## src/rtl/approx_metrics_pkg.sv

```systemverilog
// rtl/approx_metrics_pkg.sv - FSM encoding and width helpers shared by the error-metrics monitor
package approx_metrics_pkg;

    typedef enum logic [1:0] {
        ST_IDLE  = 2'd0,
        ST_RUN   = 2'd1,
        ST_DRAIN = 2'd2,
        ST_DONE  = 2'd3
    } mon_state_e;

    localparam int DEF_N     = 16;
    localparam int DEF_CNT_W = 24;

    // Sum of up to 2^cnt_w-1 values each below 2^n never exceeds n+cnt_w bits.
    function automatic int sum_ed_width(input int n, input int cnt_w);
        return n + cnt_w;
    endfunction

    function automatic int sum_sq_width(input int n, input int cnt_w);
        return 2 * n + cnt_w;
    endfunction

endpackage

```

## src/rtl/approx_error_monitor_if.sv

```systemverilog
// rtl/approx_error_monitor_if.sv - exact/approximate sum sample stream into the monitor
interface approx_error_monitor_if #(
    parameter int N = 16
);
    logic         s_valid;
    logic         s_ready;
    logic [N-1:0] exact_s;
    logic [N-1:0] approx_s;

    modport master (
        output s_valid,
        output exact_s,
        output approx_s,
        input  s_ready
    );

    modport slave (
        input  s_valid,
        input  exact_s,
        input  approx_s,
        output s_ready
    );
endinterface

```

## src/rtl/error_distance_stage.sv

```systemverilog
// rtl/error_distance_stage.sv - registered error distance, error flag and zero flag per sample
module error_distance_stage #(
    parameter int N       = 16,
    parameter int WRAP_ED = 0
) (
    input  logic         clk,
    input  logic         rst_n,
    input  logic         in_valid,
    input  logic [N-1:0] exact_s,
    input  logic [N-1:0] approx_s,
    output logic         out_valid,
    output logic [N-1:0] ed,
    output logic         err,
    output logic         zero
);

    logic         v_q, v_d;
    logic [N-1:0] ed_q, ed_d;
    logic         err_q, err_d;
    logic         zero_q, zero_d;

    logic [N:0]   diff;
    logic [N-1:0] dmod;
    logic [N-1:0] dneg;

    always_comb begin
        diff   = {1'b0, approx_s} - {1'b0, exact_s};
        dmod   = diff[N-1:0];
        dneg   = -dmod;
        v_d    = in_valid;
        ed_d   = ed_q;
        err_d  = err_q;
        zero_d = zero_q;
        if (in_valid) begin
            // dneg is 2^N-dmod, which is also |d| when the true difference is negative.
            if (WRAP_ED != 0) begin
                ed_d = (dmod > dneg) ? dneg : dmod;
            end else begin
                ed_d = diff[N] ? dneg : dmod;
            end
            err_d  = (approx_s != exact_s);
            zero_d = (exact_s == '0);
        end
    end

    always_ff @(posedge clk or negedge rst_n) begin
        if (!rst_n) begin
            v_q    <= 1'b0;
            ed_q   <= '0;
            err_q  <= 1'b0;
            zero_q <= 1'b0;
        end else begin
            v_q    <= v_d;
            ed_q   <= ed_d;
            err_q  <= err_d;
            zero_q <= zero_d;
        end
    end

    assign out_valid = v_q;
    assign ed        = ed_q;
    assign err       = err_q;
    assign zero      = zero_q;

endmodule

```

## src/rtl/approx_error_monitor.sv

```systemverilog
// rtl/approx_error_monitor.sv - streaming ER/MED/NMED/MSE accumulator for approximate adders
module approx_error_monitor
    import approx_metrics_pkg::*;
#(
    parameter int N       = 16,
    parameter int CNT_W   = 24,
    parameter int SQ_EN   = 1,
    parameter int WRAP_ED = 0
) (
    input  logic                                clk,
    input  logic                                rst_n,
    input  logic                                start,
    input  logic [CNT_W-1:0]                    num_samples,
    approx_error_monitor_if.slave               smp,
    output logic                                busy,
    output logic                                done,
    output logic [CNT_W-1:0]                    err_count,
    output logic [sum_ed_width(N, CNT_W)-1:0]   sum_ed,
    output logic [N-1:0]                        max_ed,
    output logic [sum_sq_width(N, CNT_W)-1:0]   sum_sq_ed,
    output logic [CNT_W-1:0]                    zero_count
);

    localparam int ED_W = sum_ed_width(N, CNT_W);
    localparam int SQ_W = sum_sq_width(N, CNT_W);

    mon_state_e       state_q, state_d;
    logic [CNT_W-1:0] rem_q, rem_d;
    logic             done_q, done_d;
    logic             clear;
    logic             accept;

    logic             v1;
    logic [N-1:0]     ed1;
    logic             err1;
    logic             zero1;

    logic             v2_q, v2_d;
    logic [N-1:0]     ed2_q, ed2_d;
    logic [2*N-1:0]   sq2_q, sq2_d;
    logic             err2_q, err2_d;
    logic             zero2_q, zero2_d;

    logic [CNT_W-1:0] err_cnt_q, err_cnt_d;
    logic [CNT_W-1:0] zero_cnt_q, zero_cnt_d;
    logic [ED_W-1:0]  sum_ed_q, sum_ed_d;
    logic [SQ_W-1:0]  sum_sq_q, sum_sq_d;
    logic [N-1:0]     max_ed_q, max_ed_d;

    assign accept = smp.s_valid && (state_q == ST_RUN);

    error_distance_stage #(
        .N       (N),
        .WRAP_ED (WRAP_ED)
    ) u_ed_stage (
        .clk       (clk),
        .rst_n     (rst_n),
        .in_valid  (accept),
        .exact_s   (smp.exact_s),
        .approx_s  (smp.approx_s),
        .out_valid (v1),
        .ed        (ed1),
        .err       (err1),
        .zero      (zero1)
    );

    always_comb begin
        state_d = state_q;
        rem_d   = rem_q;
        done_d  = 1'b0;
        clear   = 1'b0;
        unique case (state_q)
            ST_IDLE, ST_DONE: begin
                if (start) begin
                    clear   = 1'b1;
                    rem_d   = num_samples;
                    state_d = (num_samples == '0) ? ST_DRAIN : ST_RUN;
                end
            end
            ST_RUN: begin
                if (accept) begin
                    rem_d = rem_q - 1'b1;
                    if (rem_q == {{(CNT_W-1){1'b0}}, 1'b1}) begin
                        state_d = ST_DRAIN;
                    end
                end
            end
            ST_DRAIN: begin
                // Results are final once neither pipe stage holds a sample.
                if (!v1 && !v2_q) begin
                    state_d = ST_DONE;
                    done_d  = 1'b1;
                end
            end
            default: state_d = ST_IDLE;
        endcase
    end

    always_ff @(posedge clk or negedge rst_n) begin
        if (!rst_n) begin
            state_q <= ST_IDLE;
            rem_q   <= '0;
            done_q  <= 1'b0;
        end else begin
            state_q <= state_d;
            rem_q   <= rem_d;
            done_q  <= done_d;
        end
    end

    always_comb begin
        v2_d    = v1;
        ed2_d   = ed1;
        err2_d  = err1;
        zero2_d = zero1;
        if (SQ_EN != 0) begin
            sq2_d = {{N{1'b0}}, ed1} * {{N{1'b0}}, ed1};
        end else begin
            sq2_d = '0;
        end
    end

    always_ff @(posedge clk or negedge rst_n) begin
        if (!rst_n) begin
            v2_q    <= 1'b0;
            ed2_q   <= '0;
            sq2_q   <= '0;
            err2_q  <= 1'b0;
            zero2_q <= 1'b0;
        end else begin
            v2_q    <= v2_d;
            ed2_q   <= ed2_d;
            sq2_q   <= sq2_d;
            err2_q  <= err2_d;
            zero2_q <= zero2_d;
        end
    end

    always_comb begin
        err_cnt_d  = err_cnt_q;
        zero_cnt_d = zero_cnt_q;
        sum_ed_d   = sum_ed_q;
        sum_sq_d   = sum_sq_q;
        max_ed_d   = max_ed_q;
        if (clear) begin
            err_cnt_d  = '0;
            zero_cnt_d = '0;
            sum_ed_d   = '0;
            sum_sq_d   = '0;
            max_ed_d   = '0;
        end else if (v2_q) begin
            err_cnt_d  = err_cnt_q + {{(CNT_W-1){1'b0}}, err2_q};
            zero_cnt_d = zero_cnt_q + {{(CNT_W-1){1'b0}}, zero2_q};
            sum_ed_d   = sum_ed_q + {{CNT_W{1'b0}}, ed2_q};
            sum_sq_d   = sum_sq_q + {{CNT_W{1'b0}}, sq2_q};
            if (ed2_q > max_ed_q) begin
                max_ed_d = ed2_q;
            end
        end
    end

    always_ff @(posedge clk or negedge rst_n) begin
        if (!rst_n) begin
            err_cnt_q  <= '0;
            zero_cnt_q <= '0;
            sum_ed_q   <= '0;
            sum_sq_q   <= '0;
            max_ed_q   <= '0;
        end else begin
            err_cnt_q  <= err_cnt_d;
            zero_cnt_q <= zero_cnt_d;
            sum_ed_q   <= sum_ed_d;
            sum_sq_q   <= sum_sq_d;
            max_ed_q   <= max_ed_d;
        end
    end

    assign smp.s_ready = (state_q == ST_RUN);
    assign busy        = (state_q == ST_RUN) || (state_q == ST_DRAIN);
    assign done        = done_q;
    assign err_count   = err_cnt_q;
    assign zero_count  = zero_cnt_q;
    assign sum_ed      = sum_ed_q;
    assign sum_sq_ed   = sum_sq_q;
    assign max_ed      = max_ed_q;

endmodule

```

## src/flat_wrapper.sv

```systemverilog
// flat-port wrapper written by rule: the top's interface ports become plain ports
module approx_error_monitor_flat import approx_metrics_pkg::*;
#(
    parameter int N       = 16,
    parameter int CNT_W   = 24,
    parameter int SQ_EN   = 1,
    parameter int WRAP_ED = 0
)
  (clk, rst_n, start, num_samples, busy, done, err_count, sum_ed, max_ed, sum_sq_ed, zero_count, smp_s_valid, smp_exact_s, smp_approx_s, smp_s_ready);
  approx_error_monitor_if #(.N(N)) smp_i ();
  input  logic clk;
  input  logic rst_n;
  input  logic start;
  input  logic [CNT_W-1:0] num_samples;
  output logic busy;
  output logic done;
  output logic [CNT_W-1:0] err_count;
  output logic [sum_ed_width(N, CNT_W)-1:0] sum_ed;
  output logic [N-1:0] max_ed;
  output logic [sum_sq_width(N, CNT_W)-1:0] sum_sq_ed;
  output logic [CNT_W-1:0] zero_count;
  input wire logic [$bits(smp_i.s_valid)-1:0] smp_s_valid;
  input wire logic [$bits(smp_i.exact_s)-1:0] smp_exact_s;
  input wire logic [$bits(smp_i.approx_s)-1:0] smp_approx_s;
  output wire logic [$bits(smp_i.s_ready)-1:0] smp_s_ready;
  assign smp_i.s_valid = smp_s_valid;
  assign smp_i.exact_s = smp_exact_s;
  assign smp_i.approx_s = smp_approx_s;
  assign smp_s_ready = smp_i.s_ready;
  approx_error_monitor #(.N(N), .CNT_W(CNT_W), .SQ_EN(SQ_EN), .WRAP_ED(WRAP_ED)) u_core (.clk(clk), .rst_n(rst_n), .start(start), .num_samples(num_samples), .smp(smp_i), .busy(busy), .done(done), .err_count(err_count), .sum_ed(sum_ed), .max_ed(max_ed), .sum_sq_ed(sum_sq_ed), .zero_count(zero_count));
endmodule
```

## config.mk

```make
export PLATFORM = sky130hd
export DESIGN_NAME = approx_error_monitor_flat
export DESIGN_NICKNAME = d
export VERILOG_FILES = /design/src/rtl/approx_metrics_pkg.sv /design/src/rtl/approx_error_monitor_if.sv /design/src/rtl/error_distance_stage.sv /design/src/rtl/approx_error_monitor.sv /design/src/flat_wrapper.sv
export SDC_FILE = /design/constraint.sdc
export NUM_CORES = 1
export LEC_CHECK = 0
export BUFFER_PORTS_ARGS = -buffer_cell sky130_fd_sc_hd__buf_2
export CORE_MARGIN = 8
export CORE_UTILIZATION = 50
export CTS_CLUSTER_DIAMETER = 60
export DETAILED_ROUTE_END_ITERATION = 12
export PLACE_DENSITY = 0.74
export SLEW_MARGIN = 20
export SYNTH_ARGS = -nofsm -noshare
export SYNTH_HDL_FRONTEND = slang
export SYNTH_SLANG_ARGS = --single-unit
```

## constraint.sdc

```tcl
create_clock -name clk -period 7.5 [get_ports clk]
set_input_delay 1.5 -clock clk [delete_from_list [all_inputs] [get_ports clk]]
set_output_delay 1.5 -clock clk [all_outputs]
set_load 0.02 [all_outputs]
```

# [Word-level counts from Yosys, hierarchy flattened]
# Cells that the tools add are included.
[totals] regBits=257 inputBits=60 output_inout_bits=163 elab_cells=75
[op_classes] addsub=7 mul=1 order_cmp=1 eq_ne=9 mux=25 reduce_logical=15
[ops] op="$mux 24" n=6
[ops] op="$mux 56" n=2
[ops] op="$mux 40" n=2
[ops] op="$mux 16" n=4
[ops] op="$add 56x32->56" n=1
[ops] op="$add 24x1->24" n=2
[ops] op="$pmux 24 s2" n=1
[ops] op="$add 40x16->40" n=1
[ops] op="$mul 16x16->32" n=1
[ops] op="$eq 24x1->1 const B" n=1
[ops] op="$logic_not 24->1" n=1
[ops] op="$sub 24x1->24 const B" n=1
[ops] op="$sub 16x16->17" n=1
[ops] op="$gt 16x16->1" n=1
[ops] op="$logic_not 16->1" n=1
[ops] op="$ne 16x16->1" n=1
[ops] op="$neg 16->16" n=1
[ops] op="$mux 2" n=5
[ops] op="$ne 2x1->1 const B" n=3
[ops] op="$pmux 2 s3" n=1
[ops] op="$reduce_bool 2->1" n=3
[ops] op="$eq 2x2->1 const B" n=2
[ops] op="$mux 1" n=4
[ops] op="$reduce_and 4->1" n=1
[ops] op="other kinds (9)" n=11

# [Logic depth before layout (Yosys ltp)]
# Gate-level depths: netlist of run 1.
[depth] depth_word=5 ltp_mapped=25 ltp_nobuf=24

# [Cells and area by module]
# Synthesis of run 1 repeated with hierarchy kept, for this count alone.
[unflattened] cells_unflattened=2578 area_unflattened_um2=22958.3
[modules_own_cells] module="approx_error_monitor" instances=1 cells_per_inst=2323 area_per_inst_um2=20925.1 seq_area_each_um2=5905.7
[modules_own_cells] module="error_distance_stage" instances=1 cells_per_inst=255 area_per_inst_um2=2033.2 seq_area_each_um2=475.5

# [Least setup slack after synthesis of run 1]
# No wires, ideal clock.
[synth_path] kind="register to register" startpoint="register u_core.u_ed_stage.ed_q[4] (netlist: u_core.u_ed_stage.ed[4])" endpoint="register u_core.sq2_q[31]" setup_ps=120 arrival_ps=6452 required_time_ps=7380 path_slack_ps=927 path_stages_with_launch=23 n_path_buf=2 synth_period_minus_slack_ps=6573 cell_sequence="dfrtp_1 clkbuf_1 clkbuf_1 nand2_1 inv_1 fa_1 fa_1 fa_1 fa_1 fa_1 inv_1 fa_1 inv_1 ha_1 a21oi_1 nand2_1 or3_1 a311oi_1 nand3b_1 nand2_1 o2111ai_1 a2111o_1 o211a_1"
[synth_between] elab_chain_cells=1
[synth_lines] item="start, declared" line="error_distance_stage.sv:18" source="logic [N-1:0] ed_q, ed_d;"
[synth_lines] item="start signal, assigned" line="error_distance_stage.sv:49" source="ed_q <= '0;"
[synth_lines] item="start signal, assigned" line="error_distance_stage.sv:54" source="ed_q <= ed_d;"
[synth_lines] item="$mul 16x16->32" line="approx_error_monitor.sv:117" source="sq2_d = {{N{1'b0}}, ed1} * {{N{1'b0}}, ed1};"
[synth_lines] item="named net u_core.sq2_d[31]" line="approx_error_monitor.sv:40" source="logic [2*N-1:0] sq2_q, sq2_d;"
[synth_lines] item="end signal, assigned" line="approx_error_monitor.sv:133" source="sq2_q <= sq2_d;"
[synth_lines] item="end, declared" line="approx_error_monitor.sv:40"
# The timed path passes the listed nets, and every way through them passes these cells.
# A chain may end at the register's enable or synchronous reset.

# [Worst setup path in the final report of run 1]
[layout_path] startpoint="register u_core.u_ed_stage.ed_q[12] (netlist: u_core.u_ed_stage.ed[12])" endpoint="register u_core.sq2_q[31]"
# Same word-level chain as after synthesis.

==> results of run 1 <==
cell usage after synthesis, drive strengths merged (15+ instances only):
cell type,n
a211oi,21
a21o,47
a21oi,147
and2,56
and3,31
clkbuf,71
dfrtp,255
fa,166
ha,189
inv,327
mux2i,51
nand2,225
nand2b,17
nand3,55
nand4,25
nor2,225
nor2b,18
nor3,41
nor4,19
o21a,26
o21ai,122
or3,24
or4,15
xnor2,75
xor2,64
logic make-up after synthesis:
kind of cell / count (synthesis) / synth area share
xor gates and xnor gates: 139 / 0.0549
adders and majority gates: 355 / 0.257
buffers and inverters: 407 / 0.0692
AOI/OAI and AO/OA: 488 / 0.141
DFF: 255 / 0.288
muxes: 54 / 0.0246
and+or+nand+nor: 774 / 0.165
metrics by stage:
step / hold WS (ps) / setup WS [ps]
after floorplan: 352 / 927
after global placement: 451 / 858
after detailed placement: 451 / 752
after CTS: 468 / 702
after global routing: 463 / 327
final: 465 / 631
registers in the layout, indices dropped and copies added (netlist names), 2 cells and up:
register,cells
u_core.sq2_q,30
u_core.sum_sq_ed,56
u_core.sum_ed,40
u_core.rem_q,24
u_core.state_q,2
u_core.err_count,24
u_core.u_ed_stage.ed,16
u_core.max_ed,16
u_core.ed2_q,16
u_core.zero_count,24
worst paths after layout:
kind                            slack [ps]                               to  cells after the start                             startpoint
worst max-delay path                   630       u_core.sq2_q[31]$_DFF_PN0_                     23   u_core.u_ed_stage.ed[12]$_DFFE_PN0P_
worst min-delay path                   460            u_core.v2_q$_DFF_PN0_                      0  u_core.u_ed_stage.out_valid$_DFF_PN0_
worst max register to register         630       u_core.sq2_q[31]$_DFF_PN0_                     23   u_core.u_ed_stage.ed[12]$_DFFE_PN0P_
worst min register to register         460            u_core.v2_q$_DFF_PN0_                      0  u_core.u_ed_stage.out_valid$_DFF_PN0_
max in group asynchronous             5210  u_core.sum_sq_ed[4]$_DFFE_PN0P_                      2                                  rst_n
min in group asynchronous              880    u_core.state_q[1]$_DFFE_PN0P_                      1                                  rst_n
layout make-up:
class | instances | area (µm²) | share of cell area
clock inverters | 17 | 246 | 0.00988
multi-input cells | 1810 | 14300 | 0.571
flip-flops and latches | 255 | 6380 | 0.256
clock buffers | 39 | 856 | 0.0343
well taps | 592 | 741 | 0.0297
inverters | 328 | 1230 | 0.0493
repair buffers | 236 | 1240 | 0.0496
per-layer routing:
layer  routed length, µm  track usage  vias to the layer above
met3                3260       0.0243                       93
met4                1430       0.0589                        0
li1                    -            -                     8699
met5                   0            0                        -
met1               25200        0.295                     8873
met2               27300        0.376                      535
critical path, stage by stage, from the launching register on:
cell       delay, ps
dfrtp_1          650
inv_1            270
nor2_1           260
inv_1             90
fa_1             470
fa_1             570
inv_1             50
ha_1             300
fa_1             510
fa_1             540
inv_1             50
fa_1             530
inv_1             40
ha_1             350
or2_2            300
a21oi_1          210
a2111oi_0        100
a311oi_1         290
buf_4            190
nand3b_1         110
nand2_1          110
o2111ai_1        170
a2111o_1         390
o211a_1          140
==> results.yml, run 1 <==
outcome:
  status: "complete, no violations"
setup_path:
  critPathMaxFanout: 14
  required_ps: 7950
  worstPathArrival_ps: 7320
  start_kind: "flop"
  endpoint_kind: "flop"
  path_class: "reg2reg"
logic_synthesis:
  synth_cell_types: 75
  syn-instance-count: 2472
  synth.avg_cell_area_um2: 8.96
  ys_top_cells_by_area: "dfrtp_1 29%, fa_1 15%, ha_1 11%"
  synth_area_mm2: 0.0222
  synth_edf_count: 0
  synth_seq_cells: 255
  async_flop_share: 1.00
  yosysTopAreaCell: "dfrtp_1"
  synth_nets: 2887
  synth.yosys.seq_area_share: 0.288
  synth_ff_type: "dfrtp_1"
  yosys_warnings: 0
  synthDominantCellAreaShare: 0.288
floorplan:
  top_level_ports: 223
  chipHeight_um: 227
  num_rows: 77
  core-area_mm2: 0.0440
  dieArea_mm2: 0.0513
  start_util: 0.503
  die_w_um: 227
placed_design:
  dp.final_hpwl_mm: 44.6
  dp_cells: 3221
  io_buffer_count: 222
  place_area_mm2: 0.0239
  routabilityCongestion: 0.935
sta:
  final-hold-violation-count: 0
  worst_pin_slew_ps: 1060
  drv_slew: 0
  rsz0062_at_grt: "no"
  setup_viol: 0
  finalSetupTns_ps: 0
  timing.slew.headroom: 0.286
  fin_crit_ps: 6870
  fin_skew_ps: 29.2
  fmax_mhz: 146
  post-route-period-util: 0.916
grt:
  grt_use_total: 0.220
  grt_overflow: 0
  grt_pass1_wl_mm: 93.2
  grt_antenna_before_repair: 1
  grt_start_max_net_pins: 174
  grt_pass1_vias: 18400
cells_and_area:
  final_cell_mix: "327 x inv_1, 254 x dfrtp_1, 225 x nand2_1, 225 x nor2_1, 221 x buf_2"
  final_cells: 3277
  num-fill-cells: 3875
  drive_gt1_frac: 0.122
  syn_to_final_growth_pct: 12.6
  final_util: 0.567
  final_common_cell: "inv_1"
  fin_nets: 3077
  antenna_cells: 0
  final_cell_area_mm2: 0.0250
routing:
  final_antenna_net_count: 0
  drcViolationCount: 0
  drtIter0Drc: 1310
  drt_wl_total_mm: 57.3
  wl_per_cell_um: 17.5
  via_per_inst: 5.55
  dr.pass1.iters: 5
  vias: 18200
run:
  cap_violations: 0
clocking:
  cts.repair.resized: 0
  cts_tree: "yes"
  worstSkewPairLatency_ps: 590
  htree_levels: 1
  numCtsBuffers: 31
  clock_path_buffers: 3
  cts_hold_buf: 0
  clk_root_buffer_cell: "clkbuf_16"
  post_cts_buffers: 0
  clock_sinks: 255
  clk_pin_slew_worst_paths_ps: 60
min_path:
  hp-class: "reg2reg"
Power of run 1 is left out: the tool's default activity adds up to more than one toggle a clock period on the data nets, which glitch-free logic cannot reach.
==> inputs of run 2 (changes only) <==
CELL_PAD_IN_SITES_DETAIL_PLACEMENT = 1   (was not set)
CELL_PAD_IN_SITES_GLOBAL_PLACEMENT = 1   (was not set)
PLACE_DENSITY = 0.92   (was 0.74)
clock period = 8.36 ns   (was 7.5 ns; I/O delays follow)
==> results.yml, run 2 (synthesis results as in run 1) <==
outcome:
  status: "complete, no violations"
sta:
  finalSetupTns_ps: 0
  rsz0062_at_grt: "no"
  fin_crit_ps: 7530
  drv_slew: 0
  post-route-period-util: 0.901
  fmax_mhz: 133
  final-hold-violation-count: 0
  setup_viol: 0
  fin_skew_ps: 22.8
  timing.slew.headroom: 0.281
  worst_pin_slew_ps: 1070
cells_and_area:
  final_common_cell: "inv_1"
  antenna_cells: 0
  largest_register_ffs: 56
  final_cells: 3272
  syn_to_final_growth_pct: 12.3
  drive_gt1_frac: 0.120
  final_cell_area_mm2: 0.0249
  final_cell_mix: "327 x inv_1, 254 x dfrtp_1, 225 x nand2_1, 225 x nor2_1, 221 x buf_2"
  final_util: 0.565
  fin_nets: 3072
setup_path:
  worstPathArrival_ps: 7950
  path_class: "reg2reg"
  crit_top_cell: "fa_1"
  required_ps: 8780
  rrSetupSlack_ps: 830
  endpoint_kind: "flop"
  critPathSlowestCell: "dfrtp_1"
  cp_cell_sequence: "inv_1 > nor2_1 > ha_1 > xor2_1 > fa_1 > inv_1 > fa_1 > fa_1 > fa_1 > inv_1 > fa_1 > inv_1 > ha_1 > nand3_1 > nor2_1 > a31o_2 > a311oi_1 > nand3b_1 > nand2_1 > o2111ai_1 > a2111o_1 > o211a_1"
  slowest_delay_ps: 770
  critPathMaxFanout: 15
  start_kind: "flop"
grt:
  grt_pass1_vias: 22200
  grt_pass1_wl_mm: 120
  grt_antenna_before_repair: 0
  grt_use_total: 0.292
  grt_start_max_net_pins: 145
  grt_overflow: 0
min_path:
  hp-class: "reg2reg"
clocking:
  clk_root_buffer_cell: "clkbuf_16"
  cts_hold_buf: 0
  post_cts_buffers: 0
  htree_levels: 2
  numCtsBuffers: 34
  cts.repair.resized: 0
  cts_tree: "yes"
  clock_sinks: 255
  clock_path_buffers: 3
  worstSkewPairLatency_ps: 550
  clk_pin_slew_worst_paths_ps: 60
floorplan:
  dieArea_mm2: 0.0513
  die_w_um: 227
  chipHeight_um: 227
  top_level_ports: 223
  core-area_mm2: 0.0440
  num_rows: 77
  start_util: 0.503
routing:
  final_antenna_net_count: 0
  wl_per_cell_um: 23.0
  dr.pass1.iters: 5
  drcViolationCount: 0
  drt_wl_total_mm: 75.1
  vias: 19600
  via_per_inst: 5.99
  drtIter0Drc: 1417
placed_design:
  io_buffer_count: 222
  dp.final_hpwl_mm: 54.7
  dp_cells: 3213
  place_area_mm2: 0.0238
  routabilityCongestion: 0.897
run:
  cap_violations: 0
-- run 2: path summary, 6_finish.rpt --
check / end / depth (start not counted) / start
min in group asynchronous: u_core.sum_sq_ed[44]$_DFFE_PN0P_ / 1 / rst_n
setup / recovery: u_core.sq2_q[31]$_DFF_PN0_ / 22 / u_core.u_ed_stage.ed[3]$_DFFE_PN0P_
hold reg to reg: u_core.err2_q$_DFF_PN0_ / 0 / u_core.u_ed_stage.err$_DFFE_PN0P_
setup reg to reg: u_core.sq2_q[31]$_DFF_PN0_ / 22 / u_core.u_ed_stage.ed[3]$_DFFE_PN0P_
max in group asynchronous: u_core.sq2_q[10]$_DFF_PN0_ / 2 / rst_n
hold / removal: u_core.err2_q$_DFF_PN0_ / 0 / u_core.u_ed_stage.err$_DFFE_PN0P_
-- run 2: worst max-delay path, delay by kind of cell (launching register included) --
kind	cells	cell delay, ps
AOI/OAI and AO/OA	5	1600
adders and majority gates	7	3310
xor gates and xnor gates	1	200
and+or+nand+nor	5	1010
buffers and inverters	4	510
DFF	1	770
-- run 2: area by class of cell --
class | count | area (µm²)
repair buffers | 228 | 1180
flip-flops and latches | 255 | 6380
inverters | 328 | 1230
fillers | 5151 | 19100
clock buffers | 46 | 987
clock inverters | 13 | 101
well taps | 592 | 741
multi-input cells | 1810 | 14300
-- run 2: through the flow --
| stage | worst slack [ps] | hold slack (ps) |
|---|---|---|
| floorplan | 1790 | 352 |
| global placement | 1510 | 362 |
| detailed placement | 1030 | 362 |
| CTS | 935 | 375 |
| global route | 587 | 404 |
| finish | 829 | 373 |
-- run 2: per-layer routing --
metal	vias up	routed length, µm	global-route usage
met5	-	0	0
met4	0	4260	0.156
met3	293	4610	0.0563
met2	745	37400	0.515
met1	9854	28900	0.333
li1	8693	-	-
Power of run 2 is left out for the same reason.
==> inputs of run 3 (changes only) <==
CORE_UTILIZATION = 25   (was 50)
PLACE_DENSITY = 0.54   (was 0.92)
==> results.yml, run 3 (synthesis results as in run 1) <==
outcome:
  status: "complete, no violations"
clocking:
  clock_sinks: 255
  clk_pin_slew_worst_paths_ps: 60
  htree_levels: 2
  clk_root_buffer_cell: "clkbuf_16"
  cts.repair.resized: 0
  post_cts_buffers: 0
  cts_tree: "yes"
  clock_path_buffers: 3
  worstSkewPairLatency_ps: 570
  numCtsBuffers: 39
  cts_hold_buf: 0
min_path:
  hp-class: "reg2reg"
  hp-start: "u_core.u_ed_stage.out_valid$_DFF_PN0_"
  min_delay_worst_endpoint: "u_core.v2_q$_DFF_PN0_"
  hold_depth: 0
floorplan:
  chipHeight_um: 314
  dieArea_mm2: 0.0984
  start_util: 0.251
  die_w_um: 314
  top_level_ports: 223
  num_rows: 109
  core-area_mm2: 0.0881
sta:
  fin_skew_ps: 26.5
  timing.slew.headroom: 0.272
  post-route-period-util: 0.836
  setup_viol: 0
  final-hold-violation-count: 0
  rsz0062_at_grt: "no"
  fin_crit_ps: 6990
  drv_slew: 0
  finalSetupTns_ps: 0
  fmax_mhz: 143
  worst_pin_slew_ps: 1090
placed_design:
  dp.final_hpwl_mm: 55.4
  io_buffer_count: 222
  routabilityCongestion: 0.815
setup_path:
  rrSetupSlack_ps: 1370
  r2r_cells: 21
  required_ps: 8790
  worstPathArrival_ps: 7430
  start_kind: "flop"
  path_class: "reg2reg"
  r2r-end: "u_core.sq2_q[31]$_DFF_PN0_"
  critPathMaxFanout: 20
  endpoint_kind: "flop"
  reg2reg_from: "u_core.u_ed_stage.ed[13]$_DFFE_PN0P_"
routing:
  wl_per_cell_um: 18.2
  final_antenna_net_count: 0
  drtIter0Drc: 823
  dr.pass1.iters: 5
  via_per_inst: 4.67
  drcViolationCount: 0
  drt_wl_total_mm: 70.3
  vias: 18000
grt:
  grt_pass1_vias: 19900
  grt_antenna_before_repair: 0
  grt_pass1_wl_mm: 114
  grt_start_max_net_pins: 146
  grt_overflow: 0
  grt_use_total: 0.141
run:
  cap_violations: 0
cells_and_area:
  final_common_cell: "inv_1"
  fin_nets: 3083
  syn_to_final_growth_pct: 16.7
  largest_register_ffs: 56
  final_cell_mix: "327 x inv_1, 254 x dfrtp_1, 225 x nand2_1, 225 x nor2_1, 221 x buf_2"
  drive_gt1_frac: 0.126
==> run 3: cell count changes in the layout (fill, tap and decap cells not counted), sizes merged <==
cell / change
bufinv: +1
buf: +6
clkinv: -1
inv: +2
clkinvlp: +5
diode: +1
clkbuf: +3
==> run 3: stage by stage <==
stage          cells  cell area, µm²  utilization  hold WS (ps)  setup slack (ps)
6_report        3862           25900        0.294           468              1370
5_1_grt         3861           25900        0.293           478               959
4_1_cts         3860           25800        0.293           477              1270
3_5_place_dp    3791           24500        0.279           467              1290
3_3_place_gp    3791           24500        0.279           466              1550
2_1_floorplan   2472           22200            -           352              1790
==> run 3: cell type report <==
class,count,area [µm²]
sequential,255,6380
timing repair buffer,234,1230
clock buffer,49,1090
antenna,1,2.50
inverter,328,1230
multi-input combinational,1810,14300
tap,1165,1460
fill,10400,62200
clock inverter,20,193
==> run 3: per-layer routing <==
metal	GRT usage	wire [µm]	vias up
met5	0	0	-
met4	0.0367	1640	0
met3	0.0192	2120	81
met2	0.241	33500	226
met1	0.187	33100	9009
li1	-	-	8710
==> run 3: how the worst max path moves through the flow <==
stage                                         start                          to  slack [ps]  cells past startpoint
4_1_cts        u_core.u_ed_stage.ed[13]$_DFFE_PN0P_  u_core.sq2_q[31]$_DFF_PN0_        1270                     21
2_1_floorplan   u_core.u_ed_stage.ed[4]$_DFFE_PN0P_  u_core.sq2_q[31]$_DFF_PN0_        1790                     22
5_1_grt         u_core.u_ed_stage.ed[6]$_DFFE_PN0P_  u_core.sq2_q[31]$_DFF_PN0_         960                     21
6_report       u_core.u_ed_stage.ed[13]$_DFFE_PN0P_  u_core.sq2_q[31]$_DFF_PN0_        1370                     21
3_3_place_gp   u_core.u_ed_stage.ed[13]$_DFFE_PN0P_  u_core.sq2_q[31]$_DFF_PN0_        1550                     21
3_5_place_dp   u_core.u_ed_stage.ed[13]$_DFFE_PN0P_  u_core.sq2_q[31]$_DFF_PN0_        1290                     21
==> run 3: critical path: stages, from the launching register on <==
cell,delay (ps)
dfrtp_1,800
nand2_1,200
fa_1,560
fa_1,570
inv_1,60
fa_1,520
fa_1,460
fa_1,560
inv_1,60
fa_1,530
inv_1,50
ha_1,360
a21oi_1,230
nand2_1,120
or3_1,370
a311oi_1,320
buf_4,200
nand3b_1,110
nand2_1,110
o2111ai_1,160
a2111o_1,390
o211a_1,130
Power of run 3 is left out for the same reason.
